## src/rtl/uart_boot_loader_if.sv

```systemverilog
// Memory write port of the UART boot loader: one-cycle word write strobe with
// word index and data. The loader drives it as master; memory or a bench observes it.
interface uart_boot_loader_if #(
    parameter int unsigned ADDR_W = 11
);
    logic              mem_we;
    logic [ADDR_W-1:0] mem_addr;
    logic [31:0]       mem_wdata;

    modport master (output mem_we, mem_addr, mem_wdata);
    modport slave  (input  mem_we, mem_addr, mem_wdata);
endinterface

```

## src/rtl/uart_boot_loader.sv

```systemverilog
// Serial program loader: receives a framed image over 8N1 UART, writes little-endian
// words to memory from index 0, then releases the core. Define UART_BOOT_CHECKSUM_EN
// to require a trailing XOR checksum byte after the payload.
module uart_boot_loader #(
    parameter int unsigned CLK_HZ = 50_000_000,
    parameter int unsigned BAUD   = 115_200,
    parameter int unsigned ADDR_W = 11,
    parameter logic [31:0] ENTRY  = 32'h8000_0000
) (
    input  logic                 clk,
    input  logic                 reset,
    input  logic                 ser_rx_i,
    uart_boot_loader_if.master   mem,
    output logic                 cpu_run_o,
    output logic [31:0]          entry_pc_o,
    output logic                 err_o,
    output logic [ADDR_W:0]      words_loaded_o
);

    localparam int unsigned CLKS_PER_BIT = CLK_HZ / BAUD;
    localparam logic [15:0] BIT_LAST     = 16'(CLKS_PER_BIT - 1);
    localparam logic [15:0] HALF_LAST    = 16'(CLKS_PER_BIT / 2 - 1);
    localparam int unsigned CAPACITY     = 32'd1 << ADDR_W;

    typedef enum logic [1:0] {RX_IDLE, RX_START, RX_DATA, RX_STOP} rx_state_e;

    typedef enum logic [2:0] {
        L_SYNC, L_LEN0, L_LEN1, L_DATA,
`ifdef UART_BOOT_CHECKSUM_EN
        L_CSUM,
`endif
        L_DONE, L_ERR
    } ld_state_e;

    // ---------------------------------------------------------------- synchronizer
    logic sync1_q, sync2_q;

    // NOTE: sequential state uses non-blocking <= so every flop samples pre-edge values.
    always_ff @(posedge clk or negedge reset) begin
        if (!reset) begin
            sync1_q <= 1'b1;
            sync2_q <= 1'b1;
        end else begin
            sync1_q <= ser_rx_i;
            sync2_q <= sync1_q;
        end
    end

    // ---------------------------------------------------------------- RX engine
    rx_state_e   rx_state_q, rx_state_d;
    logic [15:0] baud_cnt_q, baud_cnt_d;
    logic [2:0]  bit_cnt_q, bit_cnt_d;
    logic [7:0]  shift_q, shift_d;
    logic        rx_valid, rx_ferr;

    always_ff @(posedge clk or negedge reset) begin
        if (!reset) begin
            rx_state_q <= RX_IDLE;
            baud_cnt_q <= '0;
            bit_cnt_q  <= '0;
            shift_q    <= '0;
        end else begin
            rx_state_q <= rx_state_d;
            baud_cnt_q <= baud_cnt_d;
            bit_cnt_q  <= bit_cnt_d;
            shift_q    <= shift_d;
        end
    end

    // NOTE: every signal is given a default first so no path through the block infers a latch.
    always_comb begin
        rx_state_d = rx_state_q;
        baud_cnt_d = baud_cnt_q + 16'd1;
        bit_cnt_d  = bit_cnt_q;
        shift_d    = shift_q;
        rx_valid   = 1'b0;
        rx_ferr    = 1'b0;
        unique case (rx_state_q)
            RX_IDLE: begin
                baud_cnt_d = '0;
                if (!sync2_q) rx_state_d = RX_START;
            end
            RX_START: begin
                if (baud_cnt_q == HALF_LAST) begin
                    baud_cnt_d = '0;
                    bit_cnt_d  = '0;
                    rx_state_d = sync2_q ? RX_IDLE : RX_DATA;
                end
            end
            RX_DATA: begin
                if (baud_cnt_q == BIT_LAST) begin
                    baud_cnt_d = '0;
                    shift_d    = {sync2_q, shift_q[7:1]};
                    bit_cnt_d  = bit_cnt_q + 3'd1;
                    if (bit_cnt_q == 3'd7) rx_state_d = RX_STOP;
                end
            end
            RX_STOP: begin
                if (baud_cnt_q == BIT_LAST) begin
                    baud_cnt_d = '0;
                    rx_state_d = RX_IDLE;
                    rx_valid   = sync2_q;
                    rx_ferr    = !sync2_q;
                end
            end
            default: rx_state_d = RX_IDLE;
        endcase
    end

    // ---------------------------------------------------------------- loader
    ld_state_e         l_state_q, l_state_d;
    logic [15:0]       count_q, count_d;
    logic [31:0]       word_q, word_d;
    logic [1:0]        byte_idx_q, byte_idx_d;
    logic [ADDR_W-1:0] addr_q, addr_d;
    logic [ADDR_W:0]   words_q, words_d;
    logic              we_q, we_d;
    logic [31:0]       wdata_q, wdata_d;
    logic [7:0]        csum_q, csum_d;
    logic              run_q, err_q;
    logic [15:0]       len_full;
    logic              last_word;

    assign len_full  = {shift_q, count_q[7:0]};
    assign last_word = (32'(words_q) + 32'd1) == 32'(count_q);

    always_ff @(posedge clk or negedge reset) begin
        if (!reset) begin
            l_state_q  <= L_SYNC;
            count_q    <= '0;
            word_q     <= '0;
            byte_idx_q <= '0;
            addr_q     <= '0;
            words_q    <= '0;
            we_q       <= 1'b0;
            wdata_q    <= '0;
            csum_q     <= '0;
            run_q      <= 1'b0;
            err_q      <= 1'b0;
        end else begin
            l_state_q  <= l_state_d;
            count_q    <= count_d;
            word_q     <= word_d;
            byte_idx_q <= byte_idx_d;
            addr_q     <= addr_d;
            words_q    <= words_d;
            we_q       <= we_d;
            wdata_q    <= wdata_d;
            csum_q     <= csum_d;
            run_q      <= (l_state_q == L_DONE);
            err_q      <= err_q | (l_state_d == L_ERR);
        end
    end

    always_comb begin
        l_state_d  = l_state_q;
        count_d    = count_q;
        word_d     = word_q;
        byte_idx_d = byte_idx_q;
        addr_d     = addr_q;
        words_d    = words_q;
        we_d       = 1'b0;
        wdata_d    = wdata_q;
        csum_d     = csum_q;

        // Write cycle: advance bookkeeping; the index stops at count-1 so it never wraps.
        if (we_q) begin
            words_d = words_q + {{ADDR_W{1'b0}}, 1'b1};
            if (last_word) begin
`ifdef UART_BOOT_CHECKSUM_EN
                l_state_d = L_CSUM;
`else
                l_state_d = L_DONE;
`endif
            end else begin
                addr_d = addr_q + {{(ADDR_W-1){1'b0}}, 1'b1};
            end
        end

        // A running core is never pulled back by line noise; otherwise a bad frame is fatal.
        if (rx_ferr && l_state_q != L_DONE) begin
            l_state_d = L_ERR;
        end else if (rx_valid) begin
            unique case (l_state_q)
                L_SYNC: if (shift_q == 8'hA5) l_state_d = L_LEN0;
                L_LEN0: begin
                    count_d[7:0] = shift_q;
                    l_state_d    = L_LEN1;
                end
                L_LEN1: begin
                    count_d[15:8] = shift_q;
                    byte_idx_d    = '0;
                    csum_d        = '0;
                    if (len_full == 16'd0) begin
`ifdef UART_BOOT_CHECKSUM_EN
                        l_state_d = L_CSUM;
`else
                        l_state_d = L_DONE;
`endif
                    end else if (32'(len_full) > CAPACITY) begin
                        l_state_d = L_ERR;
                    end else begin
                        l_state_d = L_DATA;
                    end
                end
                L_DATA: begin
                    word_d[{byte_idx_q, 3'b000} +: 8] = shift_q;
                    csum_d     = csum_q ^ shift_q;
                    byte_idx_d = byte_idx_q + 2'd1;
                    if (byte_idx_q == 2'd3) begin
                        we_d    = 1'b1;
                        wdata_d = {shift_q, word_q[23:0]};
                    end
                end
`ifdef UART_BOOT_CHECKSUM_EN
                L_CSUM: l_state_d = (shift_q == csum_q) ? L_DONE : L_ERR;
`endif
                default: ;
            endcase
        end
    end

    assign mem.mem_we      = we_q;
    assign mem.mem_addr    = addr_q;
    assign mem.mem_wdata   = wdata_q;
    assign cpu_run_o       = run_q;
    assign entry_pc_o      = ENTRY;
    assign err_o           = err_q;
    assign words_loaded_o  = words_q;

endmodule

```

## src/flat_wrapper.sv

```systemverilog
// flat-port wrapper written by rule: the top's interface ports become plain ports
module uart_boot_loader_flat 
#(
    parameter int unsigned CLK_HZ = 50_000_000,
    parameter int unsigned BAUD   = 115_200,
    parameter int unsigned ADDR_W = 11,
    parameter logic [31:0] ENTRY  = 32'h8000_0000
)
  (clk, reset, ser_rx_i, cpu_run_o, entry_pc_o, err_o, words_loaded_o, mem_mem_we, mem_mem_addr, mem_mem_wdata);
  uart_boot_loader_if #(.ADDR_W(ADDR_W)) mem_i ();
  input  logic clk;
  input  logic reset;
  input  logic ser_rx_i;
  output logic cpu_run_o;
  output logic [31:0] entry_pc_o;
  output logic err_o;
  output logic [ADDR_W:0] words_loaded_o;
  output wire logic [$bits(mem_i.mem_we)-1:0] mem_mem_we;
  output wire logic [$bits(mem_i.mem_addr)-1:0] mem_mem_addr;
  output wire logic [$bits(mem_i.mem_wdata)-1:0] mem_mem_wdata;
  assign mem_mem_we = mem_i.mem_we;
  assign mem_mem_addr = mem_i.mem_addr;
  assign mem_mem_wdata = mem_i.mem_wdata;
  uart_boot_loader #(.CLK_HZ(CLK_HZ), .BAUD(BAUD), .ADDR_W(ADDR_W), .ENTRY(ENTRY)) u_core (.clk(clk), .reset(reset), .ser_rx_i(ser_rx_i), .mem(mem_i), .cpu_run_o(cpu_run_o), .entry_pc_o(entry_pc_o), .err_o(err_o), .words_loaded_o(words_loaded_o));
endmodule
```

## config.mk

```make
export PLATFORM = sky130hd
export DESIGN_NAME = uart_boot_loader_flat
export DESIGN_NICKNAME = d
export VERILOG_FILES = /design/src/rtl/uart_boot_loader_if.sv /design/src/rtl/uart_boot_loader.sv /design/src/flat_wrapper.sv
export SDC_FILE = /design/constraint.sdc
export NUM_CORES = 1
export LEC_CHECK = 0
export CAP_MARGIN = 20
export CORE_MARGIN = 4
export CORE_UTILIZATION = 57
export CTS_BUF_LIST = sky130_fd_sc_hd__clkbuf_4 sky130_fd_sc_hd__clkbuf_8
export CTS_CLUSTER_SIZE = 10
export DETAILED_ROUTE_END_ITERATION = 8
export PLACE_DENSITY = 0.83
export SYNTH_ARGS = -nofsm -noshare
export SYNTH_HDL_FRONTEND = slang
export SYNTH_SLANG_ARGS = --single-unit
```

## constraint.sdc

```tcl
create_clock -name clk -period 2.6 [get_ports clk]
set_input_delay 0.52 -clock clk [delete_from_list [all_inputs] [get_ports clk]]
set_output_delay 0.52 -clock clk [all_outputs]
set_load 0.01 [all_outputs]
```

**Word-level counts from Yosys, hierarchy flattened**

Index checks and enable logic that the tools add are counted.

- Output and inout port bits: 90
- Flip-flop bits (word level): 142
- Input bits: 3

- Mux-type cells: 31
- Add/subtract/negate cells: 7
- Bitwise operators: 3
- Shift-type cells: 2
- Equality and inequality tests: 20
- Reductions and logical operators: 17
- Order comparisons: 1

Operators with widths:

| operator | count |
|---|---|
| 16-bit case mux with 3 select lines | 1 |
| 32-bit bitwise mux | 1 |
| 32-bit by 16-bit equality test with 1-bit output | 1 |
| 16-bit 2-to-1 mux | 2 |
| 8-bit by 7-bit variable shift with 32-bit output, first input constant | 1 |
| 8-bit by 7-bit indexed part select with 32-bit output | 1 |
| 3-bit 2-to-1 mux | 9 |
| 16-bit by 1-bit adder with 16-bit output, second input constant | 1 |
| 16-bit by 8-bit equality test with 1-bit output, second input constant | 1 |
| 16-bit by 9-bit equality test with 1-bit output, second input constant | 1 |
| 16-bit by 12-bit > comparator with 1-bit output, second input constant | 1 |
| 16-bit logical NOT | 1 |
| 3-bit AND reduction | 5 |
| 12-bit by 1-bit adder with 13-bit output, second input constant | 1 |
| 12-bit by 1-bit adder with 12-bit output, second input constant | 1 |
| 2-bit 2-to-1 mux | 6 |
| 11-bit by 1-bit adder with 11-bit output, second input constant | 1 |
| 3-bit equality test, second input constant | 3 |
| 3-bit case mux with 3 select lines | 1 |
| 8-bit equality test, second input constant | 1 |
| 1-bit 2-to-1 mux | 8 |
| 2-bit by 1-bit != test with 1-bit output, second input constant | 4 |
| 2-bit case mux with 4 select lines | 1 |
| 5-bit negator with 7-bit output | 1 |
| other kinds (21) | 27 |

**Depth between registers and ports, before layout**

Gate-level depths: netlist (run 1).

- Word-level depth: 10
- Mapped depth: 10

**Least setup slack after synthesis (run 1)**

No wires, ideal clock.

- Path kind: register to register
- Start point: register u_core.baud_cnt_q[11]
- End point: register u_core.wdata_q[10], in the netlist u_core.mem.mem_wdata[10]
- Clock period less this slack: 2,352 ps
- Path buffers: 2
- Stages on the path, launching flop included: 9
- Setup slack: 248 ps
- Required time: 2,475 ps
- Library setup time: 125 ps
- Arrival time: 2,227 ps
- Cells stage by stage: dfrtp_1 or4_4 nor4_4 and3_1 and3_1 buf_4 nand2_4 buf_6 mux2_4

- Cells in the longest elaborated chain, start to end: 6
- Elaborated cells on any way between the ends: 8
- Classes of those cells: eq/ne: 1; mux: 4; bitwise: 1; reduce/logical: 2

Ends and longest elaborated chain:

| what | RTL line | source |
|---|---|---|
| from (decl) | uart_boot_loader.sv:51 | `logic [15:0] baud_cnt_q, baud_cnt_d;` |
| from (signal assigned) | uart_boot_loader.sv:64 | `baud_cnt_q <= baud_cnt_d;` |
| 16-bit by 9-bit equality test with 1-bit output (*) | uart_boot_loader.sv:99 | `if (baud_cnt_q == BIT_LAST) begin` |
| 1-bit 2-to-1 mux | uart_boot_loader.sv:99 |  |
| 1-bit 2-to-1 mux | uart_boot_loader.sv:78 | `unique case (rx_state_q)` |
| 1-bit logical AND | uart_boot_loader.sv:181 | `if (rx_ferr && l_state_q != L_DONE) begin` |
| 1-bit NOT (no line) | - |  |
| 4-bit AND reduction (no line) (*) | - |  |
| to (signal assigned) | uart_boot_loader.sv:148 | `wdata_q <= wdata_d;` |
| to (decl) | uart_boot_loader.sv:118 | `logic [31:0] wdata_q, wdata_d;` |

Mark *: on every way between the ends. The rest lies on a longest branch, timed or not.
A chain may end at the register's enable or synchronous reset.

**Final worst setup path (run 1)**

- Start point: register u_core.baud_cnt_q[11]
- End point: register u_core.word_q[1]

- Cells in the longest elaborated chain, start to end: 6
- Elaborated cells on any way between the ends: 8
- Classes of those cells: eq/ne: 1; mux: 4; bitwise: 1; reduce/logical: 2

Ends and longest elaborated chain:

| what | RTL line | source |
|---|---|---|
| 16-bit by 9-bit equality test with 1-bit output (*) | uart_boot_loader.sv:99 |  |
| 1-bit 2-to-1 mux | uart_boot_loader.sv:99 |  |
| 1-bit 2-to-1 mux | uart_boot_loader.sv:78 |  |
| 1-bit logical AND | uart_boot_loader.sv:181 |  |
| 1-bit NOT (no line) | - |  |
| 3-bit AND reduction (no line) (*) | - |  |
| to (signal assigned) | uart_boot_loader.sv:143 | `word_q <= word_d;` |
| to (decl) | uart_boot_loader.sv:113 | `logic [31:0] word_q, word_d;` |

Marks and branches as above.

==> flow_metrics.env, run 1 <==
export IMPL_cp_end_kind="flip-flop"
export IMPL_detailed_place_hpwl_mm=9.339
export IMPL_reg2reg_depth=7
export IMPL_ctsLongestPathBuffers=2
export IMPL_synth_seq_cells=134
export IMPL_critPathLaunchType="flip-flop"
export IMPL_port_buffer_cells=60
export IMPL_count_of_endpoints_failing_hold_in_the_final_timing_report=0
export IMPL_synth_area_sq_um=6608
export IMPL_slew_viol_final=0
export IMPL_synthFlopType="sky130_fd_sc_hd__dfrtp_1"
export IMPL_worstPathArrival_ps=2780
export IMPL_timing_critical_path_required_ps=2890
export IMPL_htree_levels=4
export IMPL_viasPerCell=5.445
export IMPL_leakagePower_nw=3.770
export IMPL_vias_in_the_first_global_route=4525
export IMPL_p_per_area_nw_per_um2=513.7
export IMPL_core_sq_um=11370
export IMPL_crit_path_max_fanout=16
export IMPL_die_boundary_width_um=115.7
export IMPL_numCtsBuffers=17
export IMPL_placement_rows=39
export IMPL_ios=93
export IMPL_transition_time_at_the_pin_with_the_least_slew_margin_ps=874.4
export IMPL_groute_usage_overall_pct=20.66
export IMPL_total_power_of_the_final_layout_w=0.003962
export IMPL_synthToLayoutAreaGrowth_pct=16.72
export IMPL_most_common_layout_cells="132 x sky130_fd_sc_hd__dfrtp_1, 85 x sky130_fd_sc_hd__nand2_1, 59 x sky130_fd_sc_hd__clkdlybuf4s50_1"
export IMPL_synth_warnings=0
export IMPL_synth_sequential_area_ratio_pct=50.79
export IMPL_min_delay_path_class="in2async"
export IMPL_drive_above_1_share_pct=18.46
export IMPL_layout_cells_most_common="sky130_fd_sc_hd__dfrtp_1"
export IMPL_grt_first_pass_wirelength_mm=21.87
export IMPL_clk_transition_reported_paths_ps=70
export IMPL_grt_start_max_net_pins=50
export IMPL_insertion_delay_ps=440
export IMPL_fin_crit_ps=2497
export IMPL_drc_errors=0
export IMPL_grt_antenna_before_repair=0
export IMPL_max_cap_viol_count=0
export IMPL_cells_after_synth=597
export IMPL_tritoncts_clock_tree="built"
export IMPL_critPathKind="reg2reg"
export IMPL_yosysTopAreaCell="sky130_fd_sc_hd__dfrtp_1"
export IMPL_gr_total_overflow=0
export IMPL_run_status="complete, no violations"
export IMPL_final_util_pct=67.83
export IMPL_ys_types=57
export IMPL_proportion_of_register_bits_with_asynchronous_set_or_reset_after_synthesis_pct=100.0
export IMPL_unrepaired_setup_endpoints_after_global_routing="true"
export IMPL_fill_cells=815
export IMPL_yosys_area_top_type_share_pct=49.99
export IMPL_routed_via_count=4465
export IMPL_chipHeight_um=115.7
export IMPL_effective_utilization_at_floorplan_pct=58.12
export IMPL_setup_viol=0
export IMPL_post_route_period_util_pct=96.03
export IMPL_first_pass_iters=4
export IMPL_number_of_antenna_diodes=0
export IMPL_slowest_stage="sky130_fd_sc_hd__or4_4"
export IMPL_detail_route_wirelength_mm=13.25
export IMPL_drtIter0Drc=366
export IMPL_number_of_enable_type_register_cells_in_the_synthesized_netlist=0
export IMPL_timing_critical_path_mode_cell="sky130_fd_sc_hd__nand2_1"
export IMPL_synth_top_cells_by_area="sky130_fd_sc_hd__dfrtp_1 50%, sky130_fd_sc_hd__mux2_4 6.6%, sky130_fd_sc_hd__mux2_2 5.1%"
export IMPL_max_clock_freq_ghz=0.4005
export IMPL_routed_wl_per_cell_um=16.16
export IMPL_cts_sink_count=134
export IMPL_max_slew_margin_pct=41.58
export IMPL_largest_stage_delay_on_the_critical_path_ps=560
export IMPL_gp_congestion=0.8142
export IMPL_synthesis_area_per_instance_sq_um=11.07
export IMPL_ant_nets=0
export IMPL_nets=684
export IMPL_crit_chain="or4_4 > nor4_4 > and3_1 > and3_2 > nand2_1 > nand2_1 > o21ai_0"
export IMPL_final_setup_tns_ps=0
export IMPL_design_die_area_sq_um=13380
export IMPL_clock_skew_final_ps=12.15
export IMPL_peakVddDrop_mv=0.4586
export IMPL_cts_root_buffer_cell="sky130_fd_sc_hd__clkbuf_8"
==> where the power goes <==
group	leakage, nW	total, W	internal (W)	switching [W]
clock	0.210	0.00180	0.00105	0.000754
sequential	1.85	0.00209	0.00209	0.00000171
combinational	1.71	0.0000702	0.00000813	0.0000620
==> layer usage <==
layer	routed length [um]	up-vias	global-route usage (%)
met2	6712	143	34.68
li1	-	2105	-
met4	223	0	7.270
met3	759	22	5.274
met1	5553	2195	26.17
met5	0	-	0
==> logic make-up after synthesis <==
kind of cell | Yosys count | synth area share [%]
other | 2 | 0.1137
DFF | 134 | 50.79
adders and majority gates | 17 | 3.219
xor gates and xnor gates | 46 | 6.097
muxes | 61 | 12.01
AOI/OAI and AO/OA | 59 | 5.586
buffers and inverters | 75 | 6.665
and+or+nand+nor | 203 | 15.53
==> Yosys cell counts, drive strengths merged (3+ instances only) <==
cell type and n:
nand4 13, and2 4, nor2 29, mux2 59, dfrtp 132, nand3 16
nor4 5, a211oi 3, xor2 19, nand2b 7, ha 17, o21ai 36
xnor2 27, inv 16, and3 13, nor3 4, nor3b 6, clkbuf 11
buf 48, nor2b 5, nand2 86
==> path summary, 6_finish.rpt <==
kind | startpoint | endpoint | slack [ps]
max in group asynchronous | reset | u_core.mem.mem_addr[5] | 1800
hold / removal | reset | u_core.mem.mem_wdata[17] | 40
min in group clk | u_core.sync1_q | u_core.sync2_q | 360
setup reg to reg | u_core.baud_cnt_q[11] | u_core.word_q[1] | 100
hold reg to reg | u_core.sync1_q | u_core.sync2_q | 360
setup / recovery | u_core.baud_cnt_q[11] | u_core.word_q[1] | 100
==> worst max-delay path: cells and delay by family (launching register included) <==
kind	cells	cell delay, ps
and+or+nand+nor	6	1790
DFF	1	430
AOI/OAI and AO/OA	1	120
==> flip-flops by register name (all words and copies together), names as in the netlist, named ones only <==
signal	count
u_core.sync2_q	1
u_core.baud_cnt_q	16
u_core.rx_state_q	1
u_core.byte_idx_q	2
u_core.mem.mem_we	1
u_core.shift_q	8
u_core.sync1_q	1
u_core.word_q	24
u_core.err_o	1
u_core.l_state_q	3
u_core.words_loaded_o	12
u_core.count_q	16
u_core.mem.mem_wdata	32
u_core.mem.mem_addr	11
u_core.cpu_run_o	1
u_core.bit_cnt_q	3
==> final cells by class <==
cell class / instances / area [sq um] / area share (%)
inverter: 16 / 60.06 / 0.7787
multi-input combinational: 418 / 2945 / 38.19
clock inverter: 8 / 122.6 / 1.590
timing repair buffer: 77 / 750.7 / 9.734
tap: 143 / 178.9 / 2.320
sequential: 134 / 3356 / 43.51
clock buffer: 24 / 299.0 / 3.877
==> repair_timing <==
| item | 4_1_cts | 5_1_grt |
|---|---|---|
| setup buffers | 0 | 0 |
| setup endpoints to repair | 0 | 63 |
| gates resized for setup | 0 | 6 |
| hold buffers | 0 | 0 |
==> metrics by stage <==
stage               cells  hold slack (ps)  area (sq um)  setup WS, ps
floorplan             627            224.4          6720         247.6
global placement      788            346.5          7269         39.85
detailed placement    788            353.4          7269         19.64
CTS                   820            36.00          7691         2.452
global route          820            55.68          7712        -65.36
finish                820            38.57          7712         103.3
Note: power is estimated with default switching activity, not from simulation.
==> inputs of run 2 (changes only) <==
CTS_CLUSTER_DIAMETER = 100   (was not set)
==> results of run 2 <==
Same layout as run 1: the final DEF is identical, and so are final timing and power.
